**config.mk**
```make
export PLATFORM = sky130hd
export DESIGN_NAME = demo_out_arbiter_flat
export DESIGN_NICKNAME = d
export VERILOG_FILES = /design/src/rtl/demo_out_arbiter_pkg.sv /design/src/rtl/demo_out_arbiter_if.sv /design/src/rtl/demo_out_arbiter_arb_out.sv /design/src/rtl/demo_out_arbiter_rr_pick.sv /design/src/rtl/demo_out_arbiter.sv /design/src/flat_wrapper.sv
export SDC_FILE = /design/constraint.sdc
export NUM_CORES = 1
export LEC_CHECK = 0
export BUFFER_PORTS_ARGS = -buffer_cell sky130_fd_sc_hd__buf_2
export CAP_MARGIN = 15
export CORE_MARGIN = 4
export CORE_UTILIZATION = 52
export DETAILED_ROUTE_END_ITERATION = 6
export GPL_TIMING_DRIVEN = 0
export PLACE_DENSITY = 0.74
export SLEW_MARGIN = 20
export SYNTH_ARGS = -nofsm -noshare
export SYNTH_HDL_FRONTEND = slang
export SYNTH_SLANG_ARGS = --single-unit
export TNS_END_PERCENT = 1
```
**constraint.sdc**
```tcl
create_clock -name CLK -period 2.4 [get_ports CLK]
set_clock_uncertainty 0.2 [all_clocks]
set_input_delay 0.36 -clock CLK [delete_from_list [all_inputs] [get_ports CLK]]
set_output_delay 0.36 -clock CLK [all_outputs]
set_load 0.05 [all_outputs]
```
**src/rtl/demo_out_arbiter_pkg.sv**
```systemverilog
// demo_arb_pkg: FSM state encoding and default sizing shared by the demo_out_arbiter slice.
// Optional pre-emption is enabled by defining DEMO_ARB_TIMEOUT_EN (see demo_arb_out).
package demo_arb_pkg;

  localparam int unsigned N_REQ    = 4;
  localparam int unsigned DW       = 4;
  localparam int unsigned MIN_HOLD = 2;
  localparam int unsigned MAX_HOLD = 15;

  typedef enum logic [1:0] {
    IDLE = 2'd0,
    HOLD = 2'd1,
    GAP  = 2'd2
  } state_t;

endpackage

```
**src/rtl/demo_out_arbiter_if.sv**
```systemverilog
// Requester/pin-group bundle of demo_out_arbiter: requests and data in, grant and pin data out.
// The slave modport is the arbiter side, the master modport is the requester side.
interface demo_out_arbiter_if #(
  parameter int unsigned N_REQ = demo_arb_pkg::N_REQ,
  parameter int unsigned DW    = demo_arb_pkg::DW
);

  logic [N_REQ-1:0]         REQ;
  logic [N_REQ*DW-1:0]      DATA;
  logic [N_REQ-1:0]         GNT;
  logic [DW-1:0]            O;
  logic [$clog2(N_REQ)-1:0] OWNER;
  logic                     BUSY;

  modport master (output REQ, DATA, input GNT, O, OWNER, BUSY);
  modport slave  (input REQ, DATA, output GNT, O, OWNER, BUSY);

endinterface

```
**src/rtl/demo_out_arbiter_arb_out.sv**
```systemverilog
// demo_arb_out: IDLE/HOLD/GAP grant FSM, hold counter and registered pin outputs.
// Define DEMO_ARB_TIMEOUT_EN to pre-empt an owner at MAX_HOLD-1 when others are waiting.
module demo_arb_out #(
  parameter  int unsigned N_REQ    = demo_arb_pkg::N_REQ,
  parameter  int unsigned DW       = demo_arb_pkg::DW,
  parameter  int unsigned MIN_HOLD = demo_arb_pkg::MIN_HOLD,
  parameter  int unsigned MAX_HOLD = demo_arb_pkg::MAX_HOLD,
  localparam int unsigned IW       = $clog2(N_REQ)
) (
  input  logic                CLK,
  input  logic                RST,
  input  logic [N_REQ-1:0]    REQ,
  input  logic [N_REQ*DW-1:0] DATA,
  output logic [N_REQ-1:0]    GNT,
  output logic [DW-1:0]       O,
  output logic [IW-1:0]       OWNER,
  output logic                BUSY
);
  import demo_arb_pkg::*;

  localparam int unsigned   CW      = $clog2(MAX_HOLD + 1);
  localparam logic [CW-1:0] CNT_SAT = CW'(MAX_HOLD - 1);
  localparam logic [CW-1:0] CNT_MIN = CW'(MIN_HOLD - 1);
  localparam logic [IW-1:0] LAST    = IW'(N_REQ - 1);

  state_t        state;
  logic [IW-1:0] ptr;
  logic [CW-1:0] cnt;
  logic [IW-1:0] win;
  logic          any;
  logic          own_req;
  logic          min_met;
  logic          release_now;

  rr_pick #(.N_REQ(N_REQ)) u_pick (
    .req (REQ),
    .ptr (ptr),
    .win (win),
    .any (any)
  );

  assign own_req = REQ[OWNER];
  assign min_met = (cnt >= CNT_MIN);

`ifdef DEMO_ARB_TIMEOUT_EN
  logic [N_REQ-1:0] other_req;

  always_comb begin
    other_req        = REQ;
    other_req[OWNER] = 1'b0;
  end

  // Pre-emption only fires once the counter has saturated and someone else is waiting.
  assign release_now = (!own_req && min_met) || ((cnt == CNT_SAT) && (|other_req));
`else
  assign release_now = !own_req && min_met;
`endif

  always_ff @(posedge CLK) begin
    if (RST) begin
      state <= IDLE;
      GNT   <= '0;
      O     <= '0;
      OWNER <= '0;
      BUSY  <= 1'b0;
      ptr   <= '0;
      cnt   <= '0;
    end else begin
      case (state)
        IDLE: begin
          if (any) begin
            state <= HOLD;
            GNT   <= N_REQ'(1) << win;
            OWNER <= win;
            BUSY  <= 1'b1;
            O     <= DATA[win*DW +: DW];
            cnt   <= '0;
          end
        end
        HOLD: begin
          if (release_now) begin
            state <= GAP;
            GNT   <= '0;
            O     <= '0;
            OWNER <= '0;
            BUSY  <= 1'b0;
            cnt   <= '0;
            ptr   <= (OWNER == LAST) ? '0 : OWNER + 1'b1;
          end else begin
            O <= DATA[OWNER*DW +: DW];
            if (cnt != CNT_SAT) cnt <= cnt + 1'b1;
          end
        end
        GAP:     state <= IDLE;
        default: state <= IDLE;
      endcase
    end
  end

endmodule

```
**src/rtl/demo_out_arbiter_rr_pick.sv**
```systemverilog
// rr_pick: combinational round-robin picker; first set request searching upward from ptr,
// wrapping modulo N_REQ.
module rr_pick #(
  parameter  int unsigned N_REQ = demo_arb_pkg::N_REQ,
  localparam int unsigned IW    = $clog2(N_REQ)
) (
  input  logic [N_REQ-1:0] req,
  input  logic [IW-1:0]    ptr,
  output logic [IW-1:0]    win,
  output logic             any
);

  logic [IW-1:0] cand;

  always_comb begin
    win  = '0;
    any  = 1'b0;
    cand = '0;
    for (int unsigned i = 0; i < N_REQ; i++) begin
      cand = IW'((32'(ptr) + i) % N_REQ);
      if (!any && req[cand]) begin
        win = cand;
        any = 1'b1;
      end
    end
  end

endmodule

```
**src/rtl/demo_out_arbiter.sv**
```systemverilog
// demo_out_arbiter: round-robin owner of the demo's shared output pin group.
// Optional owner pre-emption: define DEMO_ARB_TIMEOUT_EN.
module demo_out_arbiter #(
  parameter int unsigned N_REQ    = demo_arb_pkg::N_REQ,
  parameter int unsigned DW       = demo_arb_pkg::DW,
  parameter int unsigned MIN_HOLD = demo_arb_pkg::MIN_HOLD,
  parameter int unsigned MAX_HOLD = demo_arb_pkg::MAX_HOLD
) (
  input logic               CLK,
  input logic               RST,
  demo_out_arbiter_if.slave bus
);

  demo_arb_out #(
    .N_REQ    (N_REQ),
    .DW       (DW),
    .MIN_HOLD (MIN_HOLD),
    .MAX_HOLD (MAX_HOLD)
  ) u_arb_out (
    .CLK   (CLK),
    .RST   (RST),
    .REQ   (bus.REQ),
    .DATA  (bus.DATA),
    .GNT   (bus.GNT),
    .O     (bus.O),
    .OWNER (bus.OWNER),
    .BUSY  (bus.BUSY)
  );

endmodule

```
**src/flat_wrapper.sv**
```systemverilog
// flat-port wrapper written by rule: the top's interface ports become plain ports
module demo_out_arbiter_flat 
#(
  parameter int unsigned N_REQ    = demo_arb_pkg::N_REQ,
  parameter int unsigned DW       = demo_arb_pkg::DW,
  parameter int unsigned MIN_HOLD = demo_arb_pkg::MIN_HOLD,
  parameter int unsigned MAX_HOLD = demo_arb_pkg::MAX_HOLD
)
  (CLK, RST, bus_REQ, bus_DATA, bus_GNT, bus_O, bus_OWNER, bus_BUSY);
  demo_out_arbiter_if #(.N_REQ(N_REQ), .DW(DW)) bus_i ();
  input logic CLK;
  input logic RST;
  input wire logic [$bits(bus_i.REQ)-1:0] bus_REQ;
  input wire logic [$bits(bus_i.DATA)-1:0] bus_DATA;
  output wire logic [$bits(bus_i.GNT)-1:0] bus_GNT;
  output wire logic [$bits(bus_i.O)-1:0] bus_O;
  output wire logic [$bits(bus_i.OWNER)-1:0] bus_OWNER;
  output wire logic [$bits(bus_i.BUSY)-1:0] bus_BUSY;
  assign bus_i.REQ = bus_REQ;
  assign bus_i.DATA = bus_DATA;
  assign bus_GNT = bus_i.GNT;
  assign bus_O = bus_i.O;
  assign bus_OWNER = bus_i.OWNER;
  assign bus_BUSY = bus_i.BUSY;
  demo_out_arbiter #(.N_REQ(N_REQ), .DW(DW), .MIN_HOLD(MIN_HOLD), .MAX_HOLD(MAX_HOLD)) u_core (.CLK(CLK), .RST(RST), .bus(bus_i));
endmodule
```
==> results of run 1 <==
==> power groups by stage <==
stage	clock (mW)	combinational [mW]	sequential, mW
after floorplan	0	0.166	0.438
after global placement	0	0.310	0.369
after global routing	0.189	0.349	0.369
after detailed placement	0	0.320	0.371
final	0.168	0.323	0.363
after CTS	0.175	0.321	0.363
==> worst max-delay path: cells and delay by family, from the launching register on <==
family / cells / cell delay, ps
buf+inv: 1 / 80
simple gates: 4 / 1190
fa+ha+maj: 1 / 210
flops: 1 / 410
==> worst paths after layout <==
path | startpoint | to | slack [ps] | depth (start not counted)
max | u_core.u_arb_out.cnt[1] | u_core.u_arb_out.cnt[2] | 240 | 6
min | bus_DATA[3] | u_core.u_arb_out.O[3] | 150 | 3
max reg2reg | u_core.u_arb_out.cnt[1] | u_core.u_arb_out.cnt[2] | 240 | 6
min reg2reg | u_core.u_arb_out.GNT[0] | u_core.u_arb_out.GNT[0] | 270 | 2
==> area by class of cell <==
class                   instances  area [sq um]  area share
clock buffers                   3          22.5      0.0146
flip-flops and latches         19           380       0.246
inverters                      13          48.8      0.0316
well taps                      30          37.5      0.0243
clock inverters                 1          5.00     0.00324
repair buffers                 32           160       0.104
plain buffers                   5          28.8      0.0186
multi-input cells             115           863       0.558
==> per-layer routing <==
layer  wire [um]  global-route usage
met4          78               0.113
met1        1480               0.286
met2        1740               0.388
met3         213              0.0285
met5           0                   0
==> through the flow <==
step / hold slack, ps / setup slack [ps] / area [sq um]
2_1_floorplan: 313 / 110 / 1320
3_3_place_gp: 236 / 253 / 1520
3_5_place_dp: 248 / 210 / 1520
4_1_cts: 142 / 215 / 1550
5_1_grt: 147 / 9.96 / 1550
6_report: 150 / 239 / 1550
==> layout by cell type (no fill, tap or decap), types with 7 or more instances in the layout <==
cell      instances
dfxtp_1          19
a21oi_1          12
nand2_1          14
buf_2            33
a31oi_1           7
nand2b_1          8
inv_1            13
nor2_1            9
==> cell families (layout without fill, tap and decap cells) <==
logic type | count (synthesis) | count (layout) | synth area share
and+or+nand+nor | 58 | 58 | 0.252
AOI/OAI and AO/OA | 40 | 40 | 0.205
DFF | 19 | 19 | 0.288
buffers and inverters | 18 | 54 | 0.0587
muxes | 11 | 11 | 0.142
adders and majority gates | 5 | 5 | 0.0473
xor gates and xnor gates | 1 | 1 | 0.00663
==> flip-flops by register name (all words and copies together), names as in the netlist <==
register,count
u_core.u_arb_out.GNT,4
u_core.u_arb_out.O,4
u_core.u_arb_out.cnt,4
u_core.u_arb_out.OWNER,2
u_core.u_arb_out.ptr,2
u_core.u_arb_out.state,2
u_core.u_arb_out.BUSY,1
==> results.md, run 1 <==
- Post-synth top area cell: dfxtp_1
- Req. time, crit path: 2430 ps
- First-pass GRT wire length: 6100 um
- Largest net degree at the start of global routing: 12
- Avg Vias per Cell: 6.13
- Starting Density: 0.538
- Top cells by area, synth: dfxtp_1 (29%), mux4_1 (8.0%), ha_1 (4.7%)
- GP Congestion: 0.915
- Crit path arrival time: 2190 ps
- Fillers: 225
- Post-synthesis register bit count: 19
- Post-synth top area share: 0.288
- Tot GR Track Use: 0.229
- Post-synth ARST share: 0
- Rows: 18
- Finished Layout Cells: 218
- Worst slew margin: 0.544
- Leakage: 0.703 nW
- Root buffer cell: clkbuf_4
- Post-Syn Area: 1320 sq um
- Num ports: 33
- Crit end category: register
- CTS tree: built
- Number of global-route vias before repair: 1375
- Port buffer count: 32
- CTS resizes: 0
- Status: finished clean
- Crit share post-route: 0.901
- Worst-skew pair later-pin latency: 300 ps
- Clock transition at the registers of the reported paths: 110 ps
- Drt drc: 0
- Max VDD drop: 0.000420 V
- Worst min path class: primary input to register
- Sw frac: 0.390
- Slew @ Worst Pin: 682 ps
- Fin util: 0.630
- Die area: 3410 sq um
- P&R area growth vs syn: 17.0%
- NetSw: 0.333 mW
- Comb power frac: 0.378
- First-pass detailed-route iteration total: 4
- Post-Syn Instances: 152
- Hold Vio Cnt, Final: 0
- RSZ-0062 raised after global routing: false
- # hold bufs at CTS: 0
- # diodes: 0
- Setup TNS Final: 0 ps
- YS warnings: 0
- Critical path peak fanout: 8
- Max-slew violation count: 0
- Pwr Total: 0.854 mW
- Antenna violations before repair: 0
- Vias after detailed routing: 1336
- Unique cell type count in the Yosys netlist: 40
- Int Power: 0.521 mW
- Post-synth EDFFs: 0
- Flop pwr share: 0.426
- Inst Count DP: 214
- 1st-iter DRT viols: 70
- Gr ovfl total: 0
- Clock share of power: 0.196
- Total setup buffers inserted after CTS: 0
- # H-tree levels: 1
- Avg WL per Cell: 16.1 um
- Sequential element share of the synthesized area: 0.288
- Count of final setup violators: 0
- Most frequent cells after synthesis: dfxtp_1 (19), nand2_1 (14), inv_1 (13), a21oi_1 (12), nor2_1 (9)
- Die X-Extent: 58.4 um
- Max Clock Freq: 0.463 GHz
- Core region area: 2450 sq um
- Startpoint types: register
- CP peak stage delay: 460 ps
- Slowest-stage cell, CP: nor3b_2
- Height of the die: 58.4 um
- Post-layout nets: 216
- Synthesized net count: 179
- Final worst path period need: 2160 ps
- Max-cap violation count: 0
- Dpl hpwl: 2670 um
- Clk sinks: 19
- Clk buf depth: 2
- Synth Area per Inst: 8.69 sq um
- P per Cell Area: 552 nW/um^2
- Inserted Clock Buffers: 3
- Final WL: 3510 um
- Predominant post-synthesis flop cell: dfxtp_1
- Number of routed nets with antenna violations: 0
- Most common cell in the netlist: dfxtp_1
- Share of cells above drive strength 1: 0.261
- Crit path cell chain: inv_1 -> ha_1 -> nor4b_4 -> nor3_4 -> nor3b_2 -> nor3b_1
- Path type of the worst setup path: register to register
Power figures use the tool's default switching activity.
==> run 2, diff against run 1 <==
--- a/config.mk
+++ b/config.mk
@@ -12,6 +12,7 @@
 export DETAILED_ROUTE_END_ITERATION = 6
 export GPL_TIMING_DRIVEN = 0
 export PLACE_DENSITY = 0.74
+export RECOVER_POWER = 50
 export SLEW_MARGIN = 20
 export SYNTH_ARGS = -nofsm -noshare
 export SYNTH_HDL_FRONTEND = slang
==> results.md, run 2 (synthesis gave the netlist of run 1 again) <==
- Status: finished clean
- Die area: 3410 sq um (unchanged)
- First-pass detailed-route iteration total: 4 (unchanged)
- Final Cell Area: 1530 sq um (-0.89%)
- Reg-to-reg endpoint: u_core.u_arb_out.cnt[2]
- Starting Density: 0.538 (unchanged)
- # diodes: 0 (unchanged)
- WHS Path Cells: 3 (unchanged)
- Placement Cell Area: 1520 sq um (unchanged)
- HP Start: bus_DATA[3]
- WL met3: 201 um (-5.6%)
- Tot GR Track Use: 0.229 (unchanged)
- Clock share of power: 0.198 (+0.002)
- Gr ovfl total: 0 (unchanged)
- Worst min path class: primary input to register
- Antenna violations before repair: 0 (unchanged)
- Crit end category: register
- Post-layout nets: 216 (unchanged)
- Inserted Clock Buffers: 3 (unchanged)
- P per Cell Area: 554 nW/um^2 (+0.28%)
- Worst r2r path cells: 6 (unchanged)
- P&R area growth vs syn: 16.0%
- GP Congestion: 0.915 (unchanged)
- Crit path cell chain: inv_1 -> ha_1 -> nor4b_4 -> nor3_4 -> nor3b_2 -> nor3b_1
- Leakage: 0.661 nW (-6.1%)
- R2R setup slack: 240 ps (about the same)
- Crit path arrival time: 2190 ps (about the same)
- Commonest non-fill, non-tap cell in the layout: buf_2
- Clock transition at the registers of the reported paths: 110 ps (about the same)
- Slew @ Worst Pin: 674 ps (-7.76 ps)
- Max-slew violation count: 0 (unchanged)
- Final WL: 3500 um (-0.43%)
- CP peak stage delay: 460 ps (about the same)
- Port buffer count: 32 (unchanged)
- Sw frac: 0.393 (+0.00305)
- Fin util: 0.624 (-0.00561)
- Req. time, crit path: 2430 ps (about the same)
- Die X-Extent: 58.4 um (unchanged)
- Max VDD drop: 0.000417 V (-0.75%)
- Critical path buffers and inverters: 1 (unchanged)
- Number of global-route vias before repair: 1375 (unchanged)
- Worst R2R Start: u_core.u_arb_out.cnt[1]
- CTS resizes: 0 (unchanged)
- Clk buf depth: 2 (unchanged)
- Root buffer cell: clkbuf_4
- Total setup buffers inserted after CTS: 0 (unchanged)
- Num ports: 33 (unchanged)
- Rows: 18 (unchanged)
- Met2 Wirelength: 1770 um (+1.5%)
- 1st-iter DRT viols: 68 (-2.9%)
- Avg Vias per Cell: 6.10 (-0.52%)
- Clk sinks: 19 (unchanged)
- Top Metal Used: met4
- Largest net degree at the start of global routing: 12 (unchanged)
- Comb power frac: 0.373 (-0.005)
- WL met1: 1460 um (-1.1%)
- Number of routed nets with antenna violations: 0 (unchanged)
- Crit share post-route: 0.901 (+0.000903)
- Worst Hold End: u_core.u_arb_out.O[3]
- Delay-heaviest family, CP: simple AND/OR/NAND/NOR gates
- Critical path peak fanout: 8 (unchanged)
- Dpl hpwl: 2670 um (unchanged)
- Avg WL per Cell: 16.0 um (-0.43%)
- Path type of the worst setup path: register to register
- Worst slew margin: 0.549 (+0.00519)
- Setup TNS Final: 0 ps (unchanged)
- Vias after detailed routing: 1329 (-0.52%)
- Final worst path period need: 2160 ps (+2.17 ps)
- Max-cap violation count: 0 (unchanged)
- Share of cells above drive strength 1: 0.202 (-0.0585)
- Int Power: 0.515 mW (-1.1%)
- Commonest non-fill, non-tap cells in the layout: buf_2 (22), dfxtp_1 (19), nand2_1 (14), inv_1 (13), clkbuf_1 (13)
- Core region area: 2450 sq um (unchanged)
- Drt drc: 0 (unchanged)
- CTS tree: built
- Hold Vio Cnt, Final: 0 (unchanged)
- Count of final setup violators: 0 (unchanged)
- Slowest-stage cell, CP: nor3b_2
- RSZ-0062 raised after global routing: false
- First-pass GRT wire length: 6100 um (unchanged)
- Largest regs: u_core.u_arb_out.GNT: 4 flops, u_core.u_arb_out.O: 4 flops, u_core.u_arb_out.cnt: 4 flops
- Worst-skew pair later-pin latency: 300 ps (about the same)
- Flop pwr share: 0.429 (+0.003)
- NetSw: 0.334 mW (+0.17%)
- Max Clock Freq: 0.462 GHz (-0.10%)
- Fillers: 230 (+2.2%)
- Startpoint types: register
- # H-tree levels: 1 (unchanged)
- # hold bufs at CTS: 0 (unchanged)
- Height of the die: 58.4 um (unchanged)
[run 2: changes by cell type in the layout (fill, tap and decap cells not counted), sizes merged]
cell / previous run / this run
buf: 34 / 23
clkbuf: 6 / 17
[run 2: how the worst max path moves through the flow]
stage | slack, ps | depth (start not counted) | from | to
2_1_floorplan | 110 | 6 | u_core.u_arb_out.OWNER[0] | u_core.u_arb_out.cnt[1]
3_3_place_gp | 250 | 5 | bus_REQ[0] | u_core.u_arb_out.cnt[2]
3_5_place_dp | 210 | 5 | bus_REQ[0] | u_core.u_arb_out.cnt[2]
4_1_cts | 210 | 6 | u_core.u_arb_out.cnt[1] | u_core.u_arb_out.cnt[2]
5_1_grt | 10 | 6 | u_core.u_arb_out.cnt[1] | u_core.u_arb_out.cnt[2]
6_report | 240 | 6 | u_core.u_arb_out.cnt[1] | u_core.u_arb_out.cnt[2]
[run 2: layout make-up]
class                      instances  area (sq um)  share of cell area
multi-input combinational        115           863               0.563
buffer                             5          28.8              0.0188
clock inverter                     1          5.00             0.00327
clock buffer                       3          22.5              0.0147
sequential                        19           380               0.248
inverter                          13          48.8              0.0318
timing repair buffer              32           146              0.0955
tap                               30          37.5              0.0245
[run 2: power by group through the flow]
stage	sequential (mW)	combinational (mW)	clock, mW
after floorplan	0.438	0.166	0
after global placement	0.369	0.310	0
after detailed placement	0.371	0.320	0
after CTS	0.363	0.321	0.175
after global routing	0.370	0.343	0.189
final	0.364	0.317	0.168
[run 2: worst min-delay path, stage by stage]
cell and delay (ps):
buf_2 80, mux2i_1 60, o221ai_2 110
[run 2: through the flow]
| step | hold slack, ps | setup slack (ps) | power (mW) | std cells |
|---|---|---|---|---|
| finish | 150 | 236 | 0.849 | 218 |
| global route | 147 | 9.96 | 0.902 | 218 |
| CTS | 142 | 215 | 0.860 | 218 |
| detailed placement | 248 | 210 | 0.690 | 214 |
| global placement | 236 | 253 | 0.679 | 214 |
| floorplan | 313 | 110 | 0.604 | 152 |
[run 2: routing by layer]
metal  track usage  up-vias
met4         0.113        0
met3        0.0285       10
met5             0        -
met1         0.286      623
li1              -      635
met2         0.388       61
